$ cat src/rtl/sr04_pkg.sv
// Shared definitions for the HC-SR04 ultrasonic ranging controller:
// FSM state encoding, default timing constants and counter-width helpers.
package sr04_pkg;

  // Default timing constants (system clock and sensor protocol).
  localparam int DEF_CLK_FREQ_HZ     = 100_000_000;
  localparam int DEF_TRIG_US         = 10;
  localparam int DEF_ECHO_TIMEOUT_US = 25_000;
  localparam int DEF_US_PER_CM       = 58;
  localparam int DEF_MAX_CM          = 400;

  // Distance bus width; the display stage takes exactly this many bits.
  localparam int DIST_W = 9;

  // Controller states.
  typedef enum logic [2:0] {
    ST_IDLE,
    ST_TRIG,
    ST_WAIT_ECHO,
    ST_MEASURE,
    ST_DONE
  } state_t;

  // Bits needed for a counter that runs 0..v-1 (at least one bit).
  function automatic int cnt_width(input int v);
    return (v <= 1) ? 1 : $clog2(v);
  endfunction

  function automatic int max_int(input int a, input int b);
    return (a > b) ? a : b;
  endfunction

endpackage

$ cat src/rtl/tick_gen_us.sv
// Microsecond tick generator: divides clk by CLK_FREQ_HZ/1_000_000.
// The tick fires on the last clk of every microsecond window; 'clear'
// restarts the window so that a new FSM state always begins with a full
// microsecond before its first tick.
module tick_gen_us
  import sr04_pkg::*;
#(
  parameter int CLK_FREQ_HZ = DEF_CLK_FREQ_HZ
) (
  input  logic clk,
  input  logic reset,
  input  logic clear,
  output logic tick
);

  localparam int DIV = CLK_FREQ_HZ / 1_000_000;
  localparam int CW  = cnt_width(DIV);

  logic [CW-1:0] div_cnt;

  // Divider counter: wraps at DIV-1, restarts on clear.
  always_ff @(posedge clk or posedge reset) begin
    if (reset) begin
      div_cnt <= '0;
    end else if (clear || (div_cnt == CW'(DIV - 1))) begin
      div_cnt <= '0;
    end else begin
      div_cnt <= div_cnt + CW'(1);
    end
  end

  // The tick is not gated by clear: a tick landing on a state's final
  // cycle still belongs to that state.
  assign tick = (div_cnt == CW'(DIV - 1));

endmodule

$ cat src/rtl/sr04_controller.sv
// HC-SR04 ultrasonic ranging controller.
// On an accepted start it issues a TRIG_US trigger pulse, waits for the
// echo to rise, times the echo high period in microseconds and converts
// it to centimetres (US_PER_CM us per cm, saturating at MAX_CM).
// Missing or stuck echoes raise a sticky error and return to IDLE with
// the previous distance preserved.
module sr04_controller
  import sr04_pkg::*;
#(
  parameter int CLK_FREQ_HZ     = DEF_CLK_FREQ_HZ,
  parameter int TRIG_US         = DEF_TRIG_US,
  parameter int ECHO_TIMEOUT_US = DEF_ECHO_TIMEOUT_US,
  parameter int US_PER_CM       = DEF_US_PER_CM,
  parameter int MAX_CM          = DEF_MAX_CM
) (
  input  logic              clk,
  input  logic              reset,
  input  logic              start,
  input  logic              echo,
  output logic              trig,
  output logic [DIST_W-1:0] distance,
  output logic              dist_valid,
  output logic              busy,
  output logic              error
);

  localparam int US_W  = cnt_width(max_int(TRIG_US, ECHO_TIMEOUT_US));
  localparam int SUB_W = cnt_width(US_PER_CM);

  logic              echo_meta;
  logic              echo_sync;
  state_t            state;
  state_t            state_next;
  logic              state_entry;
  logic              measure_entry;
  logic              tick;
  logic [US_W-1:0]   us_cnt;
  logic [SUB_W-1:0]  sub_cnt;
  logic [DIST_W-1:0] cm_count;
  logic              trig_done;
  logic              us_timeout;
  logic              start_accept;
  logic              timeout_abort;

  // Two-flop synchronizer bringing the asynchronous echo into clk.
  always_ff @(posedge clk or posedge reset) begin
    // NOTE: non-blocking assignments so the second flop samples the first
    // flop's pre-edge value; blocking here would collapse the chain.
    if (reset) begin
      echo_meta <= 1'b0;
      echo_sync <= 1'b0;
    end else begin
      echo_meta <= echo;
      echo_sync <= echo_meta;
    end
  end

  assign state_entry   = (state_next != state);
  assign measure_entry = state_entry && (state_next == ST_MEASURE);

  tick_gen_us #(
    .CLK_FREQ_HZ(CLK_FREQ_HZ)
  ) u_tick_gen_us (
    .clk  (clk),
    .reset(reset),
    .clear(state_entry),
    .tick (tick)
  );

  // Microseconds spent in the current state; restarts on every state entry.
  always_ff @(posedge clk or posedge reset) begin
    if (reset) begin
      us_cnt <= '0;
    end else if (state_entry) begin
      us_cnt <= '0;
    end else if (tick && (state != ST_IDLE)) begin
      us_cnt <= us_cnt + US_W'(1);
    end
  end

  assign trig_done  = tick && (us_cnt == US_W'(TRIG_US - 1));
  assign us_timeout = tick && (us_cnt == US_W'(ECHO_TIMEOUT_US - 1));

  // Echo-width to centimetre conversion: sub_cnt counts microseconds
  // within one centimetre, cm_count counts whole centimetres.
  always_ff @(posedge clk or posedge reset) begin
    if (reset) begin
      sub_cnt  <= '0;
      cm_count <= '0;
    end else if (measure_entry) begin
      sub_cnt  <= '0;
      cm_count <= '0;
    end else if ((state == ST_MEASURE) && tick) begin
      if (sub_cnt == SUB_W'(US_PER_CM - 1)) begin
        sub_cnt <= '0;
        if (cm_count != DIST_W'(MAX_CM)) begin
          cm_count <= cm_count + DIST_W'(1);
        end
      end else begin
        sub_cnt <= sub_cnt + SUB_W'(1);
      end
    end
  end

  // State register.
  always_ff @(posedge clk or posedge reset) begin
    if (reset) begin
      state <= ST_IDLE;
    end else begin
      state <= state_next;
    end
  end

  // Next-state logic. An echo edge takes priority over a coincident timeout.
  always_comb begin
    // NOTE: default first so every path assigns state_next; a missing
    // branch would otherwise infer a latch.
    state_next = state;
    unique case (state)
      ST_IDLE: begin
        if (start) state_next = ST_TRIG;
      end
      ST_TRIG: begin
        if (trig_done) state_next = ST_WAIT_ECHO;
      end
      ST_WAIT_ECHO: begin
        if (echo_sync)       state_next = ST_MEASURE;
        else if (us_timeout) state_next = ST_IDLE;
      end
      ST_MEASURE: begin
        if (!echo_sync)      state_next = ST_DONE;
        else if (us_timeout) state_next = ST_IDLE;
      end
      ST_DONE: begin
        state_next = ST_IDLE;
      end
      default: begin
        state_next = ST_IDLE;
      end
    endcase
  end

  // Output decode: busy flag and the events that set or clear error.
  always_comb begin
    busy          = (state != ST_IDLE);
    start_accept  = (state == ST_IDLE) && start;
    timeout_abort = 1'b0;
    if ((state == ST_WAIT_ECHO) && !echo_sync && us_timeout) begin
      timeout_abort = 1'b1;
    end
    if ((state == ST_MEASURE) && echo_sync && us_timeout) begin
      timeout_abort = 1'b1;
    end
  end

  // Registered outputs: trigger, result capture with its valid pulse,
  // and the sticky timeout flag.
  always_ff @(posedge clk or posedge reset) begin
    if (reset) begin
      trig       <= 1'b0;
      distance   <= '0;
      dist_valid <= 1'b0;
      error      <= 1'b0;
    end else begin
      trig       <= (state_next == ST_TRIG);
      dist_valid <= (state == ST_DONE);
      if (state == ST_DONE) begin
        distance <= cm_count;
      end
      if (start_accept) begin
        error <= 1'b0;
      end else if (timeout_abort) begin
        error <= 1'b1;
      end
    end
  end

endmodule

$ cat config.mk
export PLATFORM = sky130hd
export DESIGN_NAME = sr04_controller
export DESIGN_NICKNAME = d
export VERILOG_FILES = /design/src/rtl/sr04_pkg.sv /design/src/rtl/tick_gen_us.sv /design/src/rtl/sr04_controller.sv
export SDC_FILE = /design/constraint.sdc
export NUM_CORES = 1
export LEC_CHECK = 0
export ABC_AREA = 1
export CAP_MARGIN = 20
export CORE_MARGIN = 5
export CORE_UTILIZATION = 55
export CTS_CLUSTER_DIAMETER = 50
export DETAILED_ROUTE_END_ITERATION = 7
export HOLD_SLACK_MARGIN = 0.02
export PLACE_DENSITY_LB_ADDON = 0.3
export SLEW_MARGIN = 20
export SYNTH_ARGS = -nofsm -noshare
export SYNTH_HDL_FRONTEND = slang
export SYNTH_SLANG_ARGS = --single-unit
$ cat constraint.sdc
create_clock -name clk -period 2.7 [get_ports clk]
set_input_delay 0.54 -clock clk [delete_from_list [all_inputs] [get_ports clk]]
set_output_delay 0.54 -clock clk [all_outputs]
set_load 0.05 [all_outputs]
==> results of run 1 <==
-- layer usage --
metal	part of all wire (%)	global-route usage [%]
met3	3.2	3.69
met1	45	25.7
met5	0	0
met4	0.89	4.58
met2	51	33.0
-- cell families after synthesis --
family	Yosys count	synth area share (%)
xor+xnor	21	6.33
fa+ha+maj	7	3.02
buf+inv	52	7.58
simple gates	175	30.6
compound gates	30	5.95
flops	54	46.5
-- area by class of cell --
class                      count  area, sq um
clock buffer                   6         82.6
clock inverter                 2         60.1
fill                         433         1840
inverter                      46          173
multi-input combinational    233         1330
sequential                    54         1350
tap                           70         87.6
timing repair buffer          17          180
-- synth_stat cells (all sizes together) --
library cell / n / share of area [%]
clkbuf: 1 / 0.13
nor4: 1 / 0.22
nand4: 14 / 3.2
o311ai: 1 / 0.30
o21ai: 26 / 4.5
o21a: 1 / 0.26
and3: 1 / 0.22
ha: 7 / 3.0
nor3: 26 / 6.4
or2: 2 / 0.43
buf: 5 / 1.5
nand3: 25 / 4.7
nand3b: 1 / 0.26
nor3b: 1 / 0.26
xor2: 19 / 5.7
a21oi: 1 / 0.17
and2: 1 / 0.22
xnor2: 2 / 0.60
nand2: 63 / 8.7
o31ai: 1 / 0.73
nor2: 40 / 6.0
dfrtp: 54 / 47
inv: 46 / 5.9
-- path summary, 6_finish.rpt --
kind                                               start                        to  slack, ns  cells past startpoint
min in group asynchronous                          reset  u_tick_gen_us.div_cnt[2]       0.54                      2
worst max-delay path                            state[2]                      busy       0.29                      3
worst min-delay path                           echo_meta                 echo_sync       0.37                      0
worst max register to register  u_tick_gen_us.div_cnt[0]                 us_cnt[9]       0.74                     10
max in group asynchronous                          reset                sub_cnt[5]       1.64                      3
worst min register to register                 echo_meta                 echo_sync       0.37                      0
-- critical path: stages (launching register included) --
cell and delay, ns:
dfrtp_1 0.44, inv_1 0.10, nand2_1 0.18, clkdlybuf4s50_1 0.84
-- power by group --
group / switching (uW) / total, uW / leakage (uW) / internal [uW]
clock: 254 / 649 / 0.0000714 / 395
combinational: 16.5 / 23.5 / 0.000715 / 6.92
sequential: 0.960 / 810 / 0.000725 / 809
total: 271 / 1480 / 0.00151 / 1210
-- registers in the layout (all words and copies together) (netlist names) --
| signal | count |
|---|---|
| us_cnt | 15 |
| cm_count | 9 |
| distance | 9 |
| u_tick_gen_us.div_cnt | 7 |
| sub_cnt | 6 |
| state | 3 |
| dist_valid | 1 |
| echo_meta | 1 |
| echo_sync | 1 |
| error | 1 |
| trig | 1 |
-- per-stage QoR --
step	power, uW	instances
finish	1480	428
CTS	1500	428
global route	1530	428
floorplan	839	339
detailed placement	851	420
global placement	851	420
==> flow_summary.yaml, run 1 <==
cts:
  cts_hold_repair.buffers: 0
  post_cts_buffers: 0
  clock_path_buffers: 2
  cts_resized: 0
  clock_sinks: 54
  htree_levels: 2
  clock_latency_ns: 0.31
  cts-root-buf: "clkbuf_8"
  clk_pin_slew_worst_paths_ns: 0.09
  tritoncts: "built"
  cts_inserted_buffers: 5
placed_design:
  gp_congestion: 0.831
  dp_slack_ns: 0.637
  portBuffers: 16
  dp_hpwl_um: 4050
  placed_area_sq_mm: 0.00312
global_route:
  grt_pass1_wl_um: 10300
  grt_pass1_vias: 2257
  grt_start_max_net_pins: 37
  grt-ovfl-total: 0
  antenna_found_initial: 0
  grtUsageTotal_pct: 19.5
cells_and_area:
  num_antenna_cells: 0
  layout_common_cells: "58 x nand2_1, 54 x dfrtp_1, 43 x inv_1"
  layout.nets: 368
  final_util_pct: 64.0
  drive_gt1_share_pct: 10.6
  final_common_cell: "nand2_1"
  area_growth_pct: 12.5
  postLayoutCellArea_sq_mm: 0.00327
sta:
  setup_violations: 0
  fmax_mhz: 416
  tns_ns: 0
  rsz0062_at_grt: "no"
  min_period_ns: 2.41
  tightest_slew_ns: 0.561
  whs_ns: 0.373
  fin_ws_ns: 0.294
  final.setup_skew_ns: 0.00696
  max_slew_margin_pct: 62.6
  finalHoldViolCount: 0
  final_max_slew_viol_count: 0
  min_period_over_period_pct: 89.1
run_status:
  status: "finished clean"
logic_synthesis:
  synth_area_sq_mm: 0.00290
  syn_inst: 339
  synth.avg_cell_area_sq_um: 8.57
  synth_seq_cells: 54
  yosys_warnings: 0
  ys_types: 35
  synth_nets: 350
  seq_area_frac_synth_pct: 46.5
detailed_routing:
  dr.pass1.iters: 6
  drtAntennaViolNets: 0
  finalWirelength_um: 5610
  vias_per_cell: 5.22
  drt_iter0_markers: 138
  wl_per_cell_um: 13.1
  drc: 0
  num_vias: 2236
setup_path:
  cp-start-kind: "flip-flop"
  arrival_ns: 1.87
  cp_max_fo: 5
  path_class: "flip-flop to output pin"
  cp_data_required_time_ns: 2.16
  endpoint_kind: "output pin"
die:
  core_sq_mm: 0.00511
  fp-row-count: 26
  fp.dieW_um: 82.7
  dieArea_sq_mm: 0.00683
  floorplan.initialDensity_pct: 56.9
  die_y_um: 82.7
  io_pins: 17
power:
  ir_worst_vdd_mv: 0.279
  powerDensity_mw_per_mm2: 454
  p_leak_uw: 0.00151
job:
  maxCapViolations: 0
worst_hold_path:
  hp-class: "flip-flop to flip-flop"
(Power assumes the default switching activity.)
==> run 2: changes to the inputs <==
--- a/config.mk
+++ b/config.mk
@@ -13,6 +13,7 @@
 export DETAILED_ROUTE_END_ITERATION = 7
 export HOLD_SLACK_MARGIN = 0.02
 export PLACE_DENSITY_LB_ADDON = 0.3
+export RECOVER_POWER = 25
 export SLEW_MARGIN = 20
 export SYNTH_ARGS = -nofsm -noshare
 export SYNTH_HDL_FRONTEND = slang
==> run 2 against run 1 <==
Count of clock-buffer cells in the layout unchanged. Largest power group unchanged. Sequential cell count did not move. Via count stayed put. Highest routed layer unchanged. Sequential power hardly changed. Sequential share of layout area increased by 0.19 points.
==> flow_summary.yaml, run 2 (synthesis gave the netlist of run 1 again) <==
cells_and_area:
  area_growth_pct: 12.0
  fin_cells: 428
  reg_top3: "us_cnt: 15 flops, cm_count: 9 flops, distance: 9 flops"
  layout_common_cells: "58 x nand2_1, 54 x dfrtp_1, 44 x inv_1"
  num_antenna_cells: 0
  layout.nets: 368
  largest-register: "us_cnt"
  final_common_cell: "nand2_1"
  drive_gt1_share_pct: 10.3
  largest_reg_flops: 15
placed_design:
  gp_congestion: 0.831
  portBuffers: 16
  dp_cells: 420
  dp_hpwl_um: 4050
die:
  die_y_um: 82.7
  core_sq_mm: 0.00511
  fp.dieW_um: 82.7
  floorplan.initialDensity_pct: 56.9
  io_pins: 17
  dieArea_sq_mm: 0.00683
  fp-row-count: 26
cts:
  cts_hold_repair.buffers: 0
  tritoncts: "built"
  cts_inserted_buffers: 5
  clock_latency_ns: 0.31
  cts-root-buf: "clkbuf_8"
  clk_pin_slew_worst_paths_ns: 0.09
  cts_resized: 0
  clock_path_buffers: 2
  post_cts_buffers: 0
  clock_sinks: 54
  htree_levels: 2
setup_path:
  cp_max_fo: 5
  path_class: "flip-flop to output pin"
  endpoint_kind: "output pin"
  arrival_ns: 1.88
  cp_data_required_time_ns: 2.16
  cp-start-kind: "flip-flop"
global_route:
  grt_pass1_vias: 2257
  grt_start_max_net_pins: 37
  grt_pass1_wl_um: 10300
  grt-ovfl-total: 0
  grtUsageTotal_pct: 19.5
  antenna_found_initial: 0
detailed_routing:
  finalWirelength_um: 5600
  vias_per_cell: 5.22
  num_vias: 2236
  wl_per_cell_um: 13.1
  drt_iter0_markers: 144
  drc: 0
  dr.pass1.iters: 6
  drtAntennaViolNets: 0
sta:
  rsz0062_at_grt: "no"
  finalHoldViolCount: 0
  max_slew_margin_pct: 41.3
  tns_ns: 0
  tightest_slew_ns: 0.880
  fmax_mhz: 413
  final.setup_skew_ns: 0.00691
  setup_violations: 0
  min_period_over_period_pct: 89.6
  final_max_slew_viol_count: 0
  min_period_ns: 2.42
power:
  p_seq_share_pct: 54.8
  switchingPower_uw: 270
  p_sw_share_pct: 18.2
  internal_power_uw: 1210
  pwr-share-comb_pct: 1.3
  p_leak_uw: 0.00151
  ir_worst_vdd_mv: 0.278
  pwr-share-clk_pct: 43.8
  powerDensity_mw_per_mm2: 455
worst_hold_path:
  hp-class: "flip-flop to flip-flop"
job:
  maxCapViolations: 0
run_status:
  status: "finished clean"
[run 2: power groups by stage]
stage / combinational [uW] / sequential (uW) / clock (uW)
final: 19.8 / 810 / 648
after floorplan: 12.2 / 826 / 0
after global routing: 24.1 / 811 / 696
after global placement: 24.8 / 826 / 0
after CTS: 24.8 / 810 / 666
after detailed placement: 24.9 / 827 / 0
[run 2: final timing paths]
check	from	end	slack, ns	depth (start not counted)
min reg2reg	echo_meta	echo_sync	0.37	0
min in group asynchronous	reset	u_tick_gen_us.div_cnt[2]	0.77	2
min	echo_meta	echo_sync	0.37	0
max reg2reg	u_tick_gen_us.div_cnt[0]	us_cnt[11]	0.73	10
max	state[2]	busy	0.28	3
max in group asynchronous	reset	sub_cnt[5]	0.63	3
[run 2: worst max-delay path, stage by stage (launching register included)]
cell and delay [ns]:
dfrtp_1 0.44, inv_1 0.10, nand2_1 0.19, clkdlybuf4s50_1 0.84
[run 2: area by class of cell]
cell class,count,area [sq um]
clock buffer,6,82.6
clock inverter,2,60.1
fill,434,1860
inverter,46,173
multi-input combinational,233,1330
sequential,54,1350
tap,70,87.6
timing repair buffer,17,165
[run 2: per-stage QoR]
stage	util, %	total power [uW]	instance area [sq um]	hold WS [ns]	setup slack, ns
floorplan	-	839	2900	0.331	0.845
global placement	61.2	851	3120	0.351	0.700
detailed placement	61.2	851	3120	0.350	0.637
CTS	64.0	1500	3270	0.371	0.286
global route	63.7	1530	3250	0.381	0.206
finish	63.7	1480	3250	0.373	0.281
[run 2: metal layers]
layer	GRT usage [%]	routed length, um	up-vias
met4	4.58	50	0
met5	0	0	-
li1	-	-	1132
met2	33.0	2850	29
met3	3.69	169	6
met1	25.7	2530	1069
==> run 3: changes to the inputs <==
==> constraint.sdc (replaced) <==
create_clock -name clk -period 3.05 [get_ports clk]
set_input_delay 0.61 -clock clk [delete_from_list [all_inputs] [get_ports clk]]
set_output_delay 0.61 -clock clk [all_outputs]
set_load 0.05 [all_outputs]
==> run 3 against run 2 <==
Power shrank 19%. Cell count unchanged. Register-to-register slack improved by 0.31 ns. Wire length shrank 1.4%. Die area unchanged. Sequential cell count did not move. Setup slack gained 0.36 ns. Sequential share of layout area grew 0.32 points. Design area is 0.77% lower. Utilization down 0.49 points.
==> flow_summary.yaml, run 3 (synthesis gave the netlist of run 1 again) <==
cells_and_area:
  num_antenna_cells: 0
  area_growth_pct: 11.1
  reg_top3: "us_cnt: 15 flops, cm_count: 9 flops, distance: 9 flops"
  nFillCells: 427
  layout_common_cells: "58 x nand2_1, 54 x dfrtp_1, 44 x inv_1"
  postLayoutCellArea_sq_mm: 0.00323
  final_common_cell: "nand2_1"
  fin_cells: 428
  drive_gt1_share_pct: 10.3
  largest-register: "us_cnt"
  layout.nets: 369
  largest_reg_flops: 15
setup_path:
  cp_data_required_time_ns: 2.44
  endpoint_kind: "output pin"
  r2r_setup_slack_ns: 1.04
  r2r_start: "u_tick_gen_us.div_cnt[0]"
  cp_max_fo: 5
  arrival_ns: 1.80
  cp-start-kind: "flip-flop"
  path_class: "flip-flop to output pin"
  crit_path_start: "state[0]"
sta:
  fmax_mhz: 415
  tightest_slew_ns: 1.04
  min_period_over_period_pct: 78.9
  final_max_slew_viol_count: 0
  rsz0062_at_grt: "no"
  tns_ns: 0
  final.setup_skew_ns: 0.00570
  setup_violations: 0
  min_period_ns: 2.41
  finalHoldViolCount: 0
  max_slew_margin_pct: 30.4
detailed_routing:
  drtAntennaViolNets: 0
  finalWirelength_um: 5520
  num_vias: 2232
  drc: 0
  vias_per_cell: 5.21
  drt_iter0_markers: 138
  wl_per_cell_um: 12.9
  dr.pass1.iters: 5
global_route:
  globalRoute.busiestLayer: "met2"
  grtUsageTotal_pct: 18.5
  met3_usage_pct: 3.04
  grt_pass1_vias: 2206
  grt_pass1_wl_um: 9850
  grt_use_met1_pct: 24.2
  grt_start_max_net_pins: 29
  grt-ovfl-total: 0
  antenna_found_initial: 0
  met2_usage_pct: 31.3
worst_hold_path:
  hold_start: "echo_meta"
  hp-class: "flip-flop to flip-flop"
die:
  dieArea_sq_mm: 0.00683
  fp-row-count: 26
  fp.dieW_um: 82.7
  core_sq_mm: 0.00511
  die_y_um: 82.7
  io_pins: 17
  floorplan.initialDensity_pct: 56.9
cts:
  cts-root-buf: "clkbuf_8"
  post_cts_buffers: 0
  clock_path_buffers: 2
  clk_pin_slew_worst_paths_ns: 0.09
  clock_sinks: 54
  htree_levels: 2
  clock_latency_ns: 0.30
  tritoncts: "built"
  cts_hold_repair.buffers: 0
  cts_inserted_buffers: 5
  cts_resized: 0
placed_design:
  dp_hpwl_um: 4100
  dp_cells: 421
  gp_congestion: 0.888
  placed_area_sq_mm: 0.00312
  portBuffers: 16
power:
  ir_worst_vdd_mv: 0.258
  powerDensity_mw_per_mm2: 373
  p_leak_uw: 0.00150
job:
  maxCapViolations: 0
run_status:
  status: "finished clean"
## run 3: cell types whose count changed in the layout (fill, tap and decap cells not counted)
cell and change:
buf_4 +2, bufinv_16 -1, clkbuf_2 -1, clkbuf_8 -1, clkinv_4 +1
## run 3: final timing paths
kind / end / cells after the start
setup / recovery: busy / 3
hold / removal: echo_sync / 0
setup reg to reg: us_cnt[13] / 10
hold reg to reg: echo_sync / 0
max in group asynchronous: us_cnt[6] / 3
min in group asynchronous: distance[3] / 2
## run 3: critical path, stage by stage (launching register included)
cell             delay [ns]
dfrtp_1                0.43
nor2_1                 0.08
nand2_1                0.15
clkdlybuf4s50_1        0.84
## run 3: power by group
| group | internal, uW | switching (uW) | total, uW |
|---|---|---|---|
| clock | 242 | 224 | 466 |
| sequential | 717 | 0.765 | 717 |
| combinational | 4.67 | 14.7 | 19.3 |
## run 3: final cells by class
type,count,area [sq um],share of cell area [%]
repair buffers,18,175,5.43
well taps,70,87.6,2.71
flip-flops and latches,54,1350,41.9
clock inverters,2,38.8,1.20
multi-input cells,233,1330,41.3
inverters,46,173,5.35
clock buffers,5,68.8,2.13
## run 3: routing by layer
metal	wire length [um]	share of wire [%]
met5	0	0
met4	65	1.2
met3	152	2.8
met2	2630	48
met1	2670	48
## run 3: per-stage QoR
step                      utilization (%)  setup slack, ns  hold slack, ns  total power, uW
after floorplan                         -             1.13           0.331              742
after global placement               61.1            0.982           0.340              752
after detailed placement             61.1            0.934           0.341              753
after CTS                            63.2            0.630           0.362             1220
after global routing                 63.2            0.542           0.377             1250
final                                63.2            0.643           0.361             1200
